[config.mk]
export PLATFORM = sky130hd
export DESIGN_NAME = serial_port_bus_if
export DESIGN_NICKNAME = d
export VERILOG_FILES = /design/src/rtl/serial_port_bus_if_pkg.sv /design/src/rtl/serial_port_bus_if_fifo.sv /design/src/rtl/serial_port_bus_if.sv
export SDC_FILE = /design/constraint.sdc
export NUM_CORES = 1
export LEC_CHECK = 0
export ABC_CLOCK_PERIOD_IN_PS = 2500
export CAP_MARGIN = 20
export CORE_ASPECT_RATIO = 0.6
export CORE_MARGIN = 3
export CORE_UTILIZATION = 50
export DETAILED_ROUTE_END_ITERATION = 12
export GPL_TIMING_DRIVEN = 0
export PLACE_DENSITY = 0.67
export SYNTH_ARGS = -nofsm -noshare
export SYNTH_HDL_FRONTEND = slang
export SYNTH_SLANG_ARGS = --single-unit
[constraint.sdc]
create_clock -name clk -period 2.5 [get_ports clk]
set_input_delay 0.25 -clock clk [delete_from_list [all_inputs] [get_ports clk]]
set_output_delay 0.25 -clock clk [all_outputs]
set_load 0.02 [all_outputs]
[src/rtl/serial_port_bus_if_pkg.sv]
// Shared constants for the serial port bus front end: register map and bit positions.
package serial_port_bus_if_pkg;

  localparam logic ADDR_DATA = 1'b0;
  localparam logic ADDR_STAT = 1'b1;

  localparam int RX_NE   = 0;
  localparam int TX_NF   = 1;
  localparam int OVR     = 2;
  localparam int TX_IDLE = 3;

  localparam int RX_IE = 0;
  localparam int TX_IE = 1;

  function automatic logic [7:0] pack_status(input logic tx_idle, input logic ovr,
                                             input logic tx_nf, input logic rx_ne);
    logic [7:0] s;
    s          = 8'h00;
    s[TX_IDLE] = tx_idle;
    s[OVR]     = ovr;
    s[TX_NF]   = tx_nf;
    s[RX_NE]   = rx_ne;
    return s;
  endfunction

endpackage

[src/rtl/serial_port_bus_if_fifo.sv]
// Synchronous FIFO with wrap-bit pointers; optional acceptance of a push into a full FIFO that pops the same cycle.
module sync_fifo #(
  parameter int DEPTH            = 16,
  parameter int PTR_W            = 4,
  parameter int W                = 8,
  parameter bit PUSH_ON_FULL_POP = 1'b0
) (
  input  logic         clk,
  input  logic         rst_n,
  input  logic         push,
  input  logic         pop,
  input  logic [W-1:0] din,
  output logic [W-1:0] head,
  output logic         full,
  output logic         empty
);

  logic [W-1:0]   mem_q [DEPTH];
  logic [PTR_W:0] wr_ptr_q, wr_ptr_d;
  logic [PTR_W:0] rd_ptr_q, rd_ptr_d;
  logic           do_push;
  logic           do_pop;

  assign empty = (wr_ptr_q == rd_ptr_q);
  assign full  = (wr_ptr_q[PTR_W] != rd_ptr_q[PTR_W]) &&
                 (wr_ptr_q[PTR_W-1:0] == rd_ptr_q[PTR_W-1:0]);
  assign head  = mem_q[rd_ptr_q[PTR_W-1:0]];

  always_comb begin
    do_pop   = pop & ~empty;
    // A full FIFO being popped frees the slot the write lands in, if enabled.
    do_push  = push & (~full | (PUSH_ON_FULL_POP & do_pop));
    wr_ptr_d = wr_ptr_q + {{PTR_W{1'b0}}, do_push};
    rd_ptr_d = rd_ptr_q + {{PTR_W{1'b0}}, do_pop};
  end

  always_ff @(posedge clk or negedge rst_n) begin
    if (!rst_n) begin
      wr_ptr_q <= '0;
      rd_ptr_q <= '0;
    end else begin
      wr_ptr_q <= wr_ptr_d;
      rd_ptr_q <= rd_ptr_d;
    end
  end

  always_ff @(posedge clk) begin
    if (do_push) mem_q[wr_ptr_q[PTR_W-1:0]] <= din;
  end

endmodule

[src/rtl/serial_port_bus_if.sv]
// CPU-side front end for the serial port: TX/RX FIFOs, toggle handshakes and a two-register bus interface.
module serial_port_bus_if
  import serial_port_bus_if_pkg::*;
#(
  parameter int DEPTH = 16,
  parameter int PTR_W = 4
) (
  input  logic       clk,
  input  logic       rst_n,
  input  logic       cs,
  input  logic       we,
  input  logic       addr,
  input  logic [7:0] wdata,
  output logic [7:0] rdata,
  output logic       irq,
  output logic [7:0] sp_din,
  output logic       sp_wrin,
  input  logic       sp_wrout,
  input  logic [7:0] sp_dout,
  input  logic       sp_rdout
);

  logic       prime_q, prime_d;
  logic       rx_last_q, rx_last_d;
  logic       sp_wrin_q, sp_wrin_d;
  logic [7:0] sp_din_q, sp_din_d;
  logic [7:0] rdata_q, rdata_d;
  logic       irq_q, irq_d;
  logic       overrun_q, overrun_d;
  logic       rx_ie_q, rx_ie_d;
  logic       tx_ie_q, tx_ie_d;

  logic       pending, tx_idle, tx_launch, rx_toggle;
  logic       tx_push, ctrl_wr, data_rd, stat_rd, rx_pop;
  logic [7:0] tx_head, rx_head;
  logic       tx_full, tx_empty, rx_full, rx_empty;

  sync_fifo #(.DEPTH(DEPTH), .PTR_W(PTR_W), .W(8), .PUSH_ON_FULL_POP(1'b0)) u_tx_fifo (
    .clk(clk), .rst_n(rst_n), .push(tx_push), .pop(tx_launch), .din(wdata),
    .head(tx_head), .full(tx_full), .empty(tx_empty)
  );

  sync_fifo #(.DEPTH(DEPTH), .PTR_W(PTR_W), .W(8), .PUSH_ON_FULL_POP(1'b1)) u_rx_fifo (
    .clk(clk), .rst_n(rst_n), .push(rx_toggle), .pop(rx_pop), .din(sp_dout),
    .head(rx_head), .full(rx_full), .empty(rx_empty)
  );

  always_comb begin
    // A byte is outstanding while our request toggle differs from the port's acknowledge.
    pending   = sp_wrin_q ^ sp_wrout;
    tx_idle   = tx_empty & ~pending;
    tx_launch = ~prime_q & ~pending & ~tx_empty;
    rx_toggle = ~prime_q & (sp_rdout != rx_last_q);
    tx_push   = cs & we & (addr == ADDR_DATA);
    ctrl_wr   = cs & we & (addr == ADDR_STAT);
    data_rd   = cs & ~we & (addr == ADDR_DATA);
    stat_rd   = cs & ~we & (addr == ADDR_STAT);
    rx_pop    = data_rd & ~rx_empty;

    prime_d   = prime_q;
    rx_last_d = rx_last_q;
    sp_wrin_d = sp_wrin_q;
    sp_din_d  = sp_din_q;
    rdata_d   = rdata_q;
    overrun_d = overrun_q;
    rx_ie_d   = rx_ie_q;
    tx_ie_d   = tx_ie_q;

    // The serial port has no reset: adopt its toggle levels once before any transfer.
    if (prime_q) begin
      sp_wrin_d = sp_wrout;
      rx_last_d = sp_rdout;
      prime_d   = 1'b0;
    end
    if (tx_launch) begin
      sp_din_d  = tx_head;
      sp_wrin_d = ~sp_wrin_q;
    end
    if (rx_toggle) rx_last_d = sp_rdout;

    if (stat_rd) overrun_d = 1'b0;
    if (rx_toggle & rx_full & ~rx_pop) overrun_d = 1'b1;

    if (data_rd) rdata_d = rx_empty ? 8'h00 : rx_head;
    if (stat_rd) rdata_d = pack_status(tx_idle, overrun_q, ~tx_full, ~rx_empty);

    if (ctrl_wr) begin
      rx_ie_d = wdata[RX_IE];
      tx_ie_d = wdata[TX_IE];
    end

    irq_d = (rx_ie_q & ~rx_empty) | (tx_ie_q & tx_idle) | (rx_ie_q & overrun_q);
  end

  always_ff @(posedge clk or negedge rst_n) begin
    if (!rst_n) begin
      prime_q   <= 1'b1;
      rx_last_q <= 1'b0;
      sp_wrin_q <= 1'b0;
      sp_din_q  <= 8'h00;
      rdata_q   <= 8'h00;
      irq_q     <= 1'b0;
      overrun_q <= 1'b0;
      rx_ie_q   <= 1'b0;
      tx_ie_q   <= 1'b0;
    end else begin
      prime_q   <= prime_d;
      rx_last_q <= rx_last_d;
      sp_wrin_q <= sp_wrin_d;
      sp_din_q  <= sp_din_d;
      rdata_q   <= rdata_d;
      irq_q     <= irq_d;
      overrun_q <= overrun_d;
      rx_ie_q   <= rx_ie_d;
      tx_ie_q   <= tx_ie_d;
    end
  end

  assign rdata   = rdata_q;
  assign irq     = irq_q;
  assign sp_din  = sp_din_q;
  assign sp_wrin = sp_wrin_q;

endmodule

**After elaboration in Yosys (flattened, before gate mapping)**

Memory sizes are Yosys's and may differ from the RTL's. A register that Yosys moved wholly into a read port is not among the register bits.
Cells that the tools add are included.

- RAM bits: 256
- Output and inout bits: 18
- Bits of input ports: 23
- Logic and storage cells: 79
- Register bits after elaboration: 35
- Memories kept: 2

Memory list:

| name | depth | bits a word | read ports | clocked after memory_dff | write ports | line | text |
|---|---|---|---|---|---|---|---|
| u_rx_fifo.mem_q | 16 | 8 | 1 | 0 | 1 | serial_port_bus_if_fifo.sv:18 | `logic [W-1:0] mem_q [DEPTH];` |
| u_tx_fifo.mem_q | 16 | 8 | 1 | 1 | 1 | serial_port_bus_if_fifo.sv:18 |  |

- Reductions and logical operators: 7
- Mux-type cells: 13
- Bitwise gates (word level): 34
- Add/subtract/negate cells: 4
- Equal/unequal tests: 7

Operator list:

| operator | count |
|---|---|
| 8-bit 2-to-1 mux | 3 |
| 5-bit by 1-bit adder with 5-bit output | 4 |
| 1-bit bitwise AND | 20 |
| 5-bit equality test | 2 |
| 1-bit 2-to-1 mux | 10 |
| 1-bit inverter | 10 |
| 4-bit equality test | 2 |
| 2-bit nonzero test | 4 |
| 1-bit != test | 3 |
| 1-bit OR | 3 |
| 1-bit logical AND | 2 |
| 1-bit logical NOT | 1 |
| 1-bit XOR | 1 |

**Logic depth before layout (Yosys ltp)**

Gate-level depths: netlist (run 1).

- Depth in word-level cells: 9
- Depth in mapped cells: 11

**Hierarchy**

From an unflattened synthesis (run 1), not the netlist that was laid out.

- Cell total of the unflattened synthesis: 639
- Area total of the unflattened synthesis: 12141.6 sq um

Modules (own cells, without submodules):

| module | times used | sequential area each (sq um) | cells each | area each (sq um) |
|---|---|---|---|---|
| sync_fifo at u_rx_fifo | 1 | 4093.9 | 282 | 5596.6 |
| sync_fifo at u_tx_fifo | 1 | 4093.9 | 281 | 5564.1 |
| serial_port_bus_if | 1 | 576.8 | 76 | 980.9 |

**Worst setup path after synthesis (run 1)**

Ideal clock, no wire load.

- Kind: register to register
- Start: reg u_rx_fifo.wr_ptr_q[0]
- End: mem u_rx_fifo.mem_q[0][0] (enable)
- Library setup time: 383 ps
- Clock period less this slack: 2421 ps
- Cell stages (with the launch flop): 7
- Required time: 2117 ps
- Arrival time: 2038 ps
- Setup slack: 79 ps
- Cells stage by stage: dfrtp_1 > clkbuf_2 > xnor2_1 > nand4_1 > o31a_2 > or3b_2 > nor3_1

- Word-level cells in the longest chain between the ends: 8

RTL lines:

| item | line | text |
|---|---|---|
| start, declared | serial_port_bus_if_fifo.sv:19 | `logic [PTR_W:0] wr_ptr_q, wr_ptr_d;` |
| start signal, assigned | serial_port_bus_if_fifo.sv:42 | `wr_ptr_q <= wr_ptr_d;` |
| 5-bit equality test | serial_port_bus_if_fifo.sv:24 | `assign empty = (wr_ptr_q == rd_ptr_q);` |
| 1-bit inverter | serial_port_bus_if_fifo.sv:30, serial_port_bus_if.sv:58 |  |
| 1-bit bitwise AND | serial_port_bus_if.sv:58 | `rx_pop = data_rd & ~rx_empty;` |
| 1-bit bitwise AND | serial_port_bus_if_fifo.sv:30 | `do_pop = pop & ~empty;` |
| 1-bit OR | serial_port_bus_if_fifo.sv:32 | `do_push = push & (~full \| (PUSH_ON_FULL_POP & do_pop));` |
| 1-bit bitwise AND | serial_port_bus_if_fifo.sv:32 |  |
| 1-bit 2-to-1 mux | serial_port_bus_if_fifo.sv:48 | `if (do_push) mem_q[wr_ptr_q[PTR_W-1:0]] <= din;` |
| 1-bit 2-to-1 mux (not written as such) | serial_port_bus_if_fifo.sv:48 |  |
| end, declared | serial_port_bus_if_fifo.sv:18 |  |

Parallel ways exist; a longest one is shown, timed or not.

**Final worst setup path (run 1)**

- Start: reg u_rx_fifo.wr_ptr_q[0]
- End: mem u_rx_fifo.mem_q[7][1] (enable)

The elaborated chain is that of the path after synthesis.

==> results of run 1 <==
[final timing paths]
| kind | slack [ns] | end | from |
|---|---|---|---|
| worst max register to register | -0.002 | u_rx_fifo.mem_q[7][1] | u_rx_fifo.wr_ptr_q[0] |
| max in group asynchronous | 1.49 | u_rx_fifo.wr_ptr_q[4] | rst_n |
| min in group asynchronous | 0.41 | rdata[1] | rst_n |
| worst min-delay path | 0.26 | overrun_q | addr |
| worst max-delay path | -0.002 | u_rx_fifo.mem_q[7][1] | u_rx_fifo.wr_ptr_q[0] |
| worst min register to register | 0.49 | u_rx_fifo.rd_ptr_q[4] | u_rx_fifo.rd_ptr_q[4] |
[where the power goes]
part	switching (uW)	internal (uW)	total [uW]
logic	2800	2300	5100
clock network	1730	2100	3830
registers	273	5890	6160
total	4800	10300	15100
[metrics by stage]
stage          hold slack [ns]  cells  power, uW
6_report                0.2644   1026      15090
3_5_place_dp            0.4506    962      11050
3_3_place_gp            0.4700    955      10960
2_1_floorplan         -0.04559    601       9490
5_1_grt                 0.2953   1026      15790
4_1_cts                 0.1966   1015      14940
[per-layer routing]
metal,share of wire,GRT usage,vias up
met1,0.48,0.3332,3174
met4,0.011,0.03131,2
met5,0.0037,0.02632,-
met2,0.42,0.2663,229
met3,0.090,0.05595,27
li1,-,-,2583
[cell type report]
type | count | share of cell area
Multi-Input combinational cell | 266 | 0.2247
Buffer | 35 | 0.01744
Tap cell | 315 | 0.02831
Clock buffer | 39 | 0.05401
Clock inverter | 12 | 0.004853
Timing Repair Buffer | 59 | 0.04089
Sequential cell | 299 | 0.6296
Inverter | 1 | 0.0002696
[cells by family (layout without fill, tap and decap cells)]
kind of cell / count (synthesis) / count (layout) / synth area share
flops: 299 / 299 / 0.7358
xor+xnor: 24 / 24 / 0.01828
buf+inv: 36 / 146 / 0.02006
other cells: 1 / 1 / 0.0003148
mux: 84 / 84 / 0.1415
compound gates: 39 / 39 / 0.02637
fa+ha+maj: 8 / 8 / 0.008404
simple gates: 110 / 110 / 0.04927
[critical path, cell delays in order (launching register included)]
cell and delay [ns]:
dfrtp_1 0.39, clkbuf_2 0.20, xnor2_1 0.16, nand4_1 0.17
o31a_2 0.25, nand3b_1 0.17, nor2_1 0.78
[cells in the final DEF, fill, tap and decap left out, drive strengths merged, types with 2 or more instances in the layout]
cell type	n
clkinv	11
nand2	14
buf	43
nand3	26
mux2	11
ha	8
clkbuf	51
edfxtp	256
nor3	10
mux2i	9
or3b	3
a21oi	10
nor2	28
a22oi	7
o31ai	2
dfrtp	42
clkdlybuf4s50	38
a22o	5
nor2b	14
nand2b	6
xor2	9
mux4	64
xnor2	15
a211oi	10
nand3b	5
[sequential cells by signal (all words and copies together), names as in the netlist, 5 cells and up]
name / count
u_rx_fifo.rd_ptr_q: 5
u_rx_fifo.mem_q: 128
rdata: 8
u_tx_fifo.rd_ptr_q: 5
u_rx_fifo.wr_ptr_q: 5
u_tx_fifo.wr_ptr_q: 5
sp_din: 8
u_tx_fifo.mem_q: 128
[repair_timing]
action                     4_1_cts  5_1_grt
gates cloned                     0        0
setup endpoints to repair      154      214
hold buffers                     1        0
pin swaps                        2        6
resized for setup               21       35
buffers inserted                 1       11
hold endpoints to repair        42        0
==> flow_summary.json, run 1 <==
{
  "status": "finished with violations",
  "violations": "setup timing",
  "tightestPinTransition_ns": 0.9808,
  "layout-area-overhead-vs-synth_pct": 16.88,
  "hold_viol_final": 0,
  "cts_tree": "yes",
  "cts_made_buffers": 28,
  "htreeDepth": 1,
  "synth-edff-count": 256,
  "yosys_warnings": 0,
  "diodes": 0,
  "fin_crit_ns": 2.502,
  "r2r_cells": 6,
  "fin_crit_sh": 1.001,
  "power.leakage_uw": 0.004624,
  "grt-ovfl-total": 0,
  "insertion_delay_ns": 0.54,
  "async_reset_ff_frac": 0.1438,
  "synth.most_common_cell": "edfxtp_1",
  "syn_inst": 601,
  "syn-cell-area_sq_mm": 0.01191,
  "relSlewSlack": 0.3437,
  "wl_mm": 25.18,
  "clock-sinks": 299,
  "path_max_fanout": 8,
  "synth_area_per_cell_sq_um": 19.82,
  "postPlaceCellArea_sq_mm": 0.01273,
  "ys_types": 47,
  "final_net_count": 721,
  "fin_setup_tns_ns": -0.004738,
  "routedWlPerCell_um": 24.54,
  "via_per_inst": 5.863,
  "worst_hold_path_type": "in -> reg",
  "root_buffer": "clkbuf_16",
  "vias": 6015,
  "start_util": 0.5125,
  "drv_slew": 0,
  "seq_area_sq_mm": 0.008765,
  "powerDensity_mw_per_mm2": 1084,
  "synth_commonest_cells": "256 x edfxtp_1, 64 x mux4_2, 42 x dfrtp_1",
  "layout-drive-gt1-share": 0.2813,
  "vdd_ir_drop_max_uv": 419.5,
  "hpwl_mm": 17.10,
  "skew_ns": 0.01521,
  "maxCapViolations": 0,
  "postRouteAntennaNets": 0,
  "antenna_found_initial": 0,
  "critPathLaunchType": "flip-flop",
  "setup_ws_ns": -0.002480,
  "dieArea_sq_mm": 0.02577,
  "ios": 41,
  "fmax_ghz": 0.3996,
  "criticalPathCategory": "reg -> reg",
  "synth_area_leader_cell": "edfxtp_1",
  "yosys-top-cells-area": "edfxtp_1 65%, mux4_2 12%, dfrtp_1 8.8%",
  "rsz0062_at_grt": "yes",
  "grt_pass1_wl_mm": 38.49,
  "grt_max_degree": 44,
  "drtIter0Drc": 661,
  "fp.dieH_um": 125.6,
  "first_pass_iters": 5,
  "track_usage": 0.2003,
  "clk_path_buf_depth": 3,
  "grt_pass1_vias": 6162,
  "pre_cts_slack_ns": -0.4105,
  "design_area_sq_mm": 0.01392,
  "seq_area_frac_synth": 0.7358,
  "rows": 43,
  "multiInputGateArea_sq_mm": 0.003128,
  "port_buffers": 39,
  "routabilityCongestion": 0.8533,
  "core_sq_mm": 0.02324,
  "holdPathStages": 3,
  "drc": 0,
  "required_ns": 2.65,
  "utilization": 0.5990,
  "synth_top_area_share": 0.6454,
  "die_width_um": 205.3,
  "synth_nets": 632,
  "cp.arrival_ns": 2.66,
  "setup_violations": 2,
  "fill_cells": 1644,
  "synthFlopType": "edfxtp_1",
  "path_clk_slew_ns": 0.07,
  "ys_seq_elements": 299,
  "endpoint_kind": "flip-flop"
}
Power figures use the tool's default switching activity.
==> run 2: changes to the inputs <==
Settings changed: SETUP_SLACK_MARGIN set to 0.15.
==> run 2 against run 1 <==
Net effect: the flow now finishes without violations; register-to-register slack better by 0.12 ns; worst hold slack worse by 0.10 ns; global-route usage about the same; cell area up 2.4%; first-iteration DRC count up 18%; sequential share of layout area down 1.5 points; largest power group unchanged.
==> flow_summary.json, run 2 (synthesis results as in run 1) <==
{
  "final_common_cell": "edfxtp_1",
  "clkPwrFrac": 0.268,
  "cts_made_buffers": 27,
  "relSlewSlack": 0.5143,
  "fill_cells": 1605,
  "postRouteAntennaNets": 0,
  "grt-ovfl-total": 0,
  "vdd_ir_drop_max_uv": 560.2,
  "cp.arrival_ns": 2.62,
  "multiInputGateArea_sq_mm": 0.003181,
  "start_util": 0.5125,
  "rsz0062_at_grt": "yes",
  "grt_max_degree": 31,
  "tightestPinTransition_ns": 0.7262,
  "vias": 6138,
  "cpPeakStageDelay_ns": 0.59,
  "internal_power_uw": 10850,
  "layout_common_cells": "256 x edfxtp_1, 64 x mux4_2, 40 x dfrtp_1",
  "wl_mm": 25.61,
  "ios": 41,
  "drv_slew": 0,
  "rows": 43,
  "crit_path_end": "u_rx_fifo.mem_q[0][4]",
  "htreeDepth": 1,
  "r2r_slack_ns": 0.11,
  "critPathLaunchType": "flip-flop",
  "fin_crit_sh": 0.9544,
  "clock-sinks": 299,
  "criticalPathCategory": "reg -> reg",
  "routabilityCongestion": 0.8257,
  "via_per_inst": 5.930,
  "grt_pass1_vias": 6005,
  "skew_ns": 0.008609,
  "endpoint_kind": "flip-flop",
  "maxCapViolations": 0,
  "worstPathCellList": "clkbuf_2 -> xnor2_1 -> nand4_1 -> o31a_2 -> or3b_2 -> nor3_4 -> buf_12",
  "hpwl_mm": 17.29,
  "pre_cts_slack_ns": -0.4645,
  "antenna_found_initial": 0,
  "insertion_delay_ns": 0.52,
  "critPathLaunch": "u_rx_fifo.wr_ptr_q[0]",
  "power_frac_comb": 0.340,
  "drtIter0Drc": 779,
  "root_buffer": "clkbuf_16",
  "drc": 0,
  "diodes": 0,
  "required_ns": 2.74,
  "routedWlPerCell_um": 24.74,
  "path_max_fanout": 8,
  "utilization": 0.6136,
  "dieArea_sq_mm": 0.02577,
  "layout-area-overhead-vs-synth_pct": 19.74,
  "instances_no_fill": 1035,
  "fp.dieH_um": 125.6,
  "powerDensity_mw_per_mm2": 1107,
  "r2r-start": "u_rx_fifo.wr_ptr_q[0]",
  "track_usage": 0.2003,
  "switching_share": 0.3122,
  "status": "finished, final reports clean",
  "port_buffers": 39,
  "timing.hold.ws_ns": 0.1637,
  "die_width_um": 205.3,
  "final_net_count": 733,
  "setup_violations": 0,
  "fmax_ghz": 0.4191,
  "power_uw": 15780,
  "cts_tree": "yes",
  "p_seq_frac": 0.393,
  "path_clk_slew_ns": 0.07,
  "worst_hold_path_type": "in -> async",
  "first_pass_iters": 5,
  "core_sq_mm": 0.02324,
  "r2r_cells": 7,
  "power.leakage_uw": 0.004767,
  "fin_crit_ns": 2.386,
  "layout-drive-gt1-share": 0.3278,
  "reg2reg_to": "u_rx_fifo.mem_q[0][4]",
  "worst_path_max_delay_cell": "or3b_2",
  "setup_ws_ns": 0.1141,
  "dp_cells": 961,
  "seq_area_sq_mm": 0.008767,
  "switchingPower_uw": 4928,
  "grt_pass1_wl_mm": 38.21,
  "clk_path_buf_depth": 3,
  "hold_viol_final": 0
}
run 2: cell types whose count changed in the layout (fill, tap and decap cells not counted), moves of 3 or more:
cell	previous run	this run
clkinv_1	5	2
buf_6	10	7
buf_4	14	22
nor3_1	4	1
xor2_4	0	3
buf_12	4	12
clkbuf_1	20	11
bufinv_16	0	5
nor2_1	9	4
clkbuf_2	1	5
nor2_2	5	16
nor2_4	14	8
run 2: worst min path at each step:
stage / from / endpoint / cells past startpoint
3_3_place_gp: rdata[0] / rdata[0] / 2
6_report: rst_n / rdata[6] / 2
3_5_place_dp: rst_n / u_rx_fifo.rd_ptr_q[0] / 1
2_1_floorplan: rst_n / irq / 0
4_1_cts: rst_n / u_rx_fifo.rd_ptr_q[0] / 2
5_1_grt: rst_n / u_rx_fifo.rd_ptr_q[0] / 2
run 2: worst max-delay path: cells and delay by family, from the launching register on:
kind | cells | cell delay [ns]
buf+inv | 2 | 0.39
compound gates | 1 | 0.22
flops | 1 | 0.38
simple gates | 3 | 0.93
xor+xnor | 1 | 0.17
run 2: through the flow:
step | area (sq um) | TNS (ns)
floorplan | 11920 | 0
global placement | 12700 | -50.66
detailed placement | 12750 | -43.35
CTS | 13940 | -0.04301
global route | 14260 | 0
finish | 14260 | 0
run 2: power by group through the flow:
stage,sequential [uW],combinational (uW),clock (uW)
floorplan,6340,3160,0
global placement,6230,4750,0
detailed placement,6260,4830,0
CTS,6170,5050,4280
global route,6240,5710,4500
finish,6200,5360,4220
run 2: metal layers:
layer / GRT usage / routed length (um) / up-vias
met2: 0.2540 / 10340 / 279
met3: 0.04606 / 2512 / 36
met1: 0.3526 / 12330 / 3216
li1: - / - / 2607
met4: 0.03493 / 428 / 0
met5: 0 / 0 / -
run 2: layout make-up:
type                    count  area share
clock buffers              31     0.04843
inverters                   1   0.0002632
multi-input cells         266      0.2230
flip-flops and latches    299      0.6147
repair buffers             72     0.05220
well taps                 315     0.02763
clock inverters            16     0.01474
plain buffers              35     0.01904
run 2: repair_timing:
action,4_1_cts,5_1_grt
hold buffers,1,0
buffers inserted,8,18
endpoints found under the hold margin,42,0
pin swaps,5,7
cloned,0,0
resized for setup,45,30
endpoints found under the setup margin,219,194
==> run 3: changes to the inputs <==
Settings changed: CORE_MARGIN 3 to 1.
==> run 3 against run 2 <==
Net effect: register-to-register slack improved by 0.06 ns; cell area decreased by 0.19%; fmax rose by 2.6%; clock skew grew 0.011 ns; via count shrank 2.3%; worst hold slack lost 0.0087 ns; final cell count rose by 0.39%; flip-flop and latch count unchanged; combinational power fell by 2%; critical endpoint is now u_rx_fifo.mem_q[5][2]; largest power group unchanged.
==> flow_summary.json, run 3 (synthesis results as in run 1) <==
{
  "drv_slew": 0,
  "routabilityCongestion": 0.8076,
  "clk_path_buf_depth": 3,
  "fin_crit_ns": 2.326,
  "maxCapViolations": 0,
  "fp.dieH_um": 121.6,
  "power.leakage_uw": 0.004769,
  "rsz0062_at_grt": "yes",
  "grt-ovfl-total": 0,
  "dieArea_sq_mm": 0.02446,
  "layout_common_cells": "256 x edfxtp_1, 64 x mux4_2, 40 x dfrtp_1",
  "setup_violations": 0,
  "cp.arrival_ns": 2.49,
  "setup_ws_ns": 0.1744,
  "first_pass_iters": 5,
  "powerDensity_mw_per_mm2": 1094,
  "grt_max_degree": 30,
  "criticalPathCategory": "reg -> reg",
  "grt_pass1_wl_mm": 36.94,
  "wl_mm": 24.81,
  "final_net_count": 735,
  "vdd_ir_drop_max_uv": 491.8,
  "htreeDepth": 1,
  "path_clk_slew_ns": 0.06,
  "path_max_fanout": 8,
  "cts_tree": "yes",
  "multiInputGateArea_sq_mm": 0.003171,
  "worst_hold_path_type": "in -> async",
  "core_sq_mm": 0.02324,
  "vias": 5998,
  "postRouteAntennaNets": 0,
  "critPathLaunchType": "flip-flop",
  "diodes": 0,
  "pre_cts_slack_ns": -0.4264,
  "seq_area_sq_mm": 0.008767,
  "rows": 43,
  "final_common_cell": "edfxtp_1",
  "layout-drive-gt1-share": 0.3163,
  "via_per_inst": 5.773,
  "required_ns": 2.67,
  "port_buffers": 39,
  "insertion_delay_ns": 0.55,
  "tightestPinTransition_ns": 0.8356,
  "endpoint_kind": "flip-flop",
  "grt_pass1_vias": 5945,
  "ios": 41,
  "layout-area-overhead-vs-synth_pct": 19.51,
  "cts_made_buffers": 28,
  "drtIter0Drc": 777,
  "fin_crit_sh": 0.9302,
  "hpwl_mm": 16.75,
  "track_usage": 0.2071,
  "fmax_ghz": 0.4300,
  "die_width_um": 201.3,
  "skew_ns": 0.02010,
  "fill_cells": 1601,
  "status": "finished, final reports clean",
  "root_buffer": "clkbuf_16",
  "hold_viol_final": 0,
  "clock-sinks": 299,
  "routedWlPerCell_um": 23.88,
  "relSlewSlack": 0.4409,
  "start_util": 0.5125,
  "antenna_found_initial": 0,
  "fin_setup_tns_ns": 0,
  "drc": 0
}
-- run 3: changes by cell type in the layout (fill, tap and decap cells not counted), sizes merged --
cell      previous run  this run
clkinvlp             3         0
clkinv               8        12
bufinv               5         3
clkbuf              45        47
buf                 54        56
inv                  1         2
-- run 3: critical path, stage by stage, from the launching register on --
cell	delay [ns]
dfrtp_1	0.38
buf_2	0.20
xnor2_1	0.15
nand4_1	0.14
o31a_2	0.25
nand3b_1	0.17
nor2_1	0.67
-- run 3: what timing repair did --
item	CTS	global route
hold buffers	1	0
resized for setup	45	31
setup endpoints to repair	191	201
hold endpoints to repair	42	0
pin swaps	5	10
buffers inserted	7	19
-- run 3: worst paths after layout --
| check | depth (start not counted) | end | start | slack, ns |
|---|---|---|---|---|
| min | 2 | rdata[5] | rst_n | 0.15 |
| max reg2reg | 6 | u_rx_fifo.mem_q[5][2] | u_rx_fifo.wr_ptr_q[0] | 0.17 |
| min in group clk | 2 | rx_last_q | sp_rdout | 0.29 |
| min reg2reg | 1 | u_rx_fifo.wr_ptr_q[4] | u_rx_fifo.wr_ptr_q[4] | 0.50 |
| max in group asynchronous | 3 | prime_q | rst_n | 1.78 |
| max | 6 | u_rx_fifo.mem_q[5][2] | u_rx_fifo.wr_ptr_q[0] | 0.17 |
-- run 3: stage by stage --
stage	cell area (sq um)	instances	util	power, uW	hold slack, ns
floorplan	11920	601	-	9494	-0.04559
global placement	12700	955	0.5465	10940	0.4663
detailed placement	12750	962	0.5487	11020	0.1970
CTS	13930	1020	0.5993	15380	0.1436
global route	14230	1039	0.6125	16180	0.1702
finish	14230	1039	0.6125	15570	0.1550
-- run 3: area by class of cell --
type	count	area share
repair buffers	73	0.05186
flip-flops and latches	299	0.6159
inverters	1	0.0002637
clock inverters	16	0.01222
plain buffers	35	0.01784
multi-input cells	266	0.2227
well taps	315	0.02769
clock buffers	34	0.05151
-- run 3: routing by layer --
metal / wire length [um] / vias up / GRT usage
li1: - / 2610 / -
met1: 12090 / 3104 / 0.3439
met2: 10110 / 247 / 0.2770
met3: 2198 / 37 / 0.04548
met4: 407 / 0 / 0.04403
met5: 0 / - / 0
-- run 3: power breakdown --
part,internal (uW),switching [uW],leakage [uW]
sequential,5890,279,0.00283
combinational,2400,2830,0.00150
clock,2400,1770,0.000441
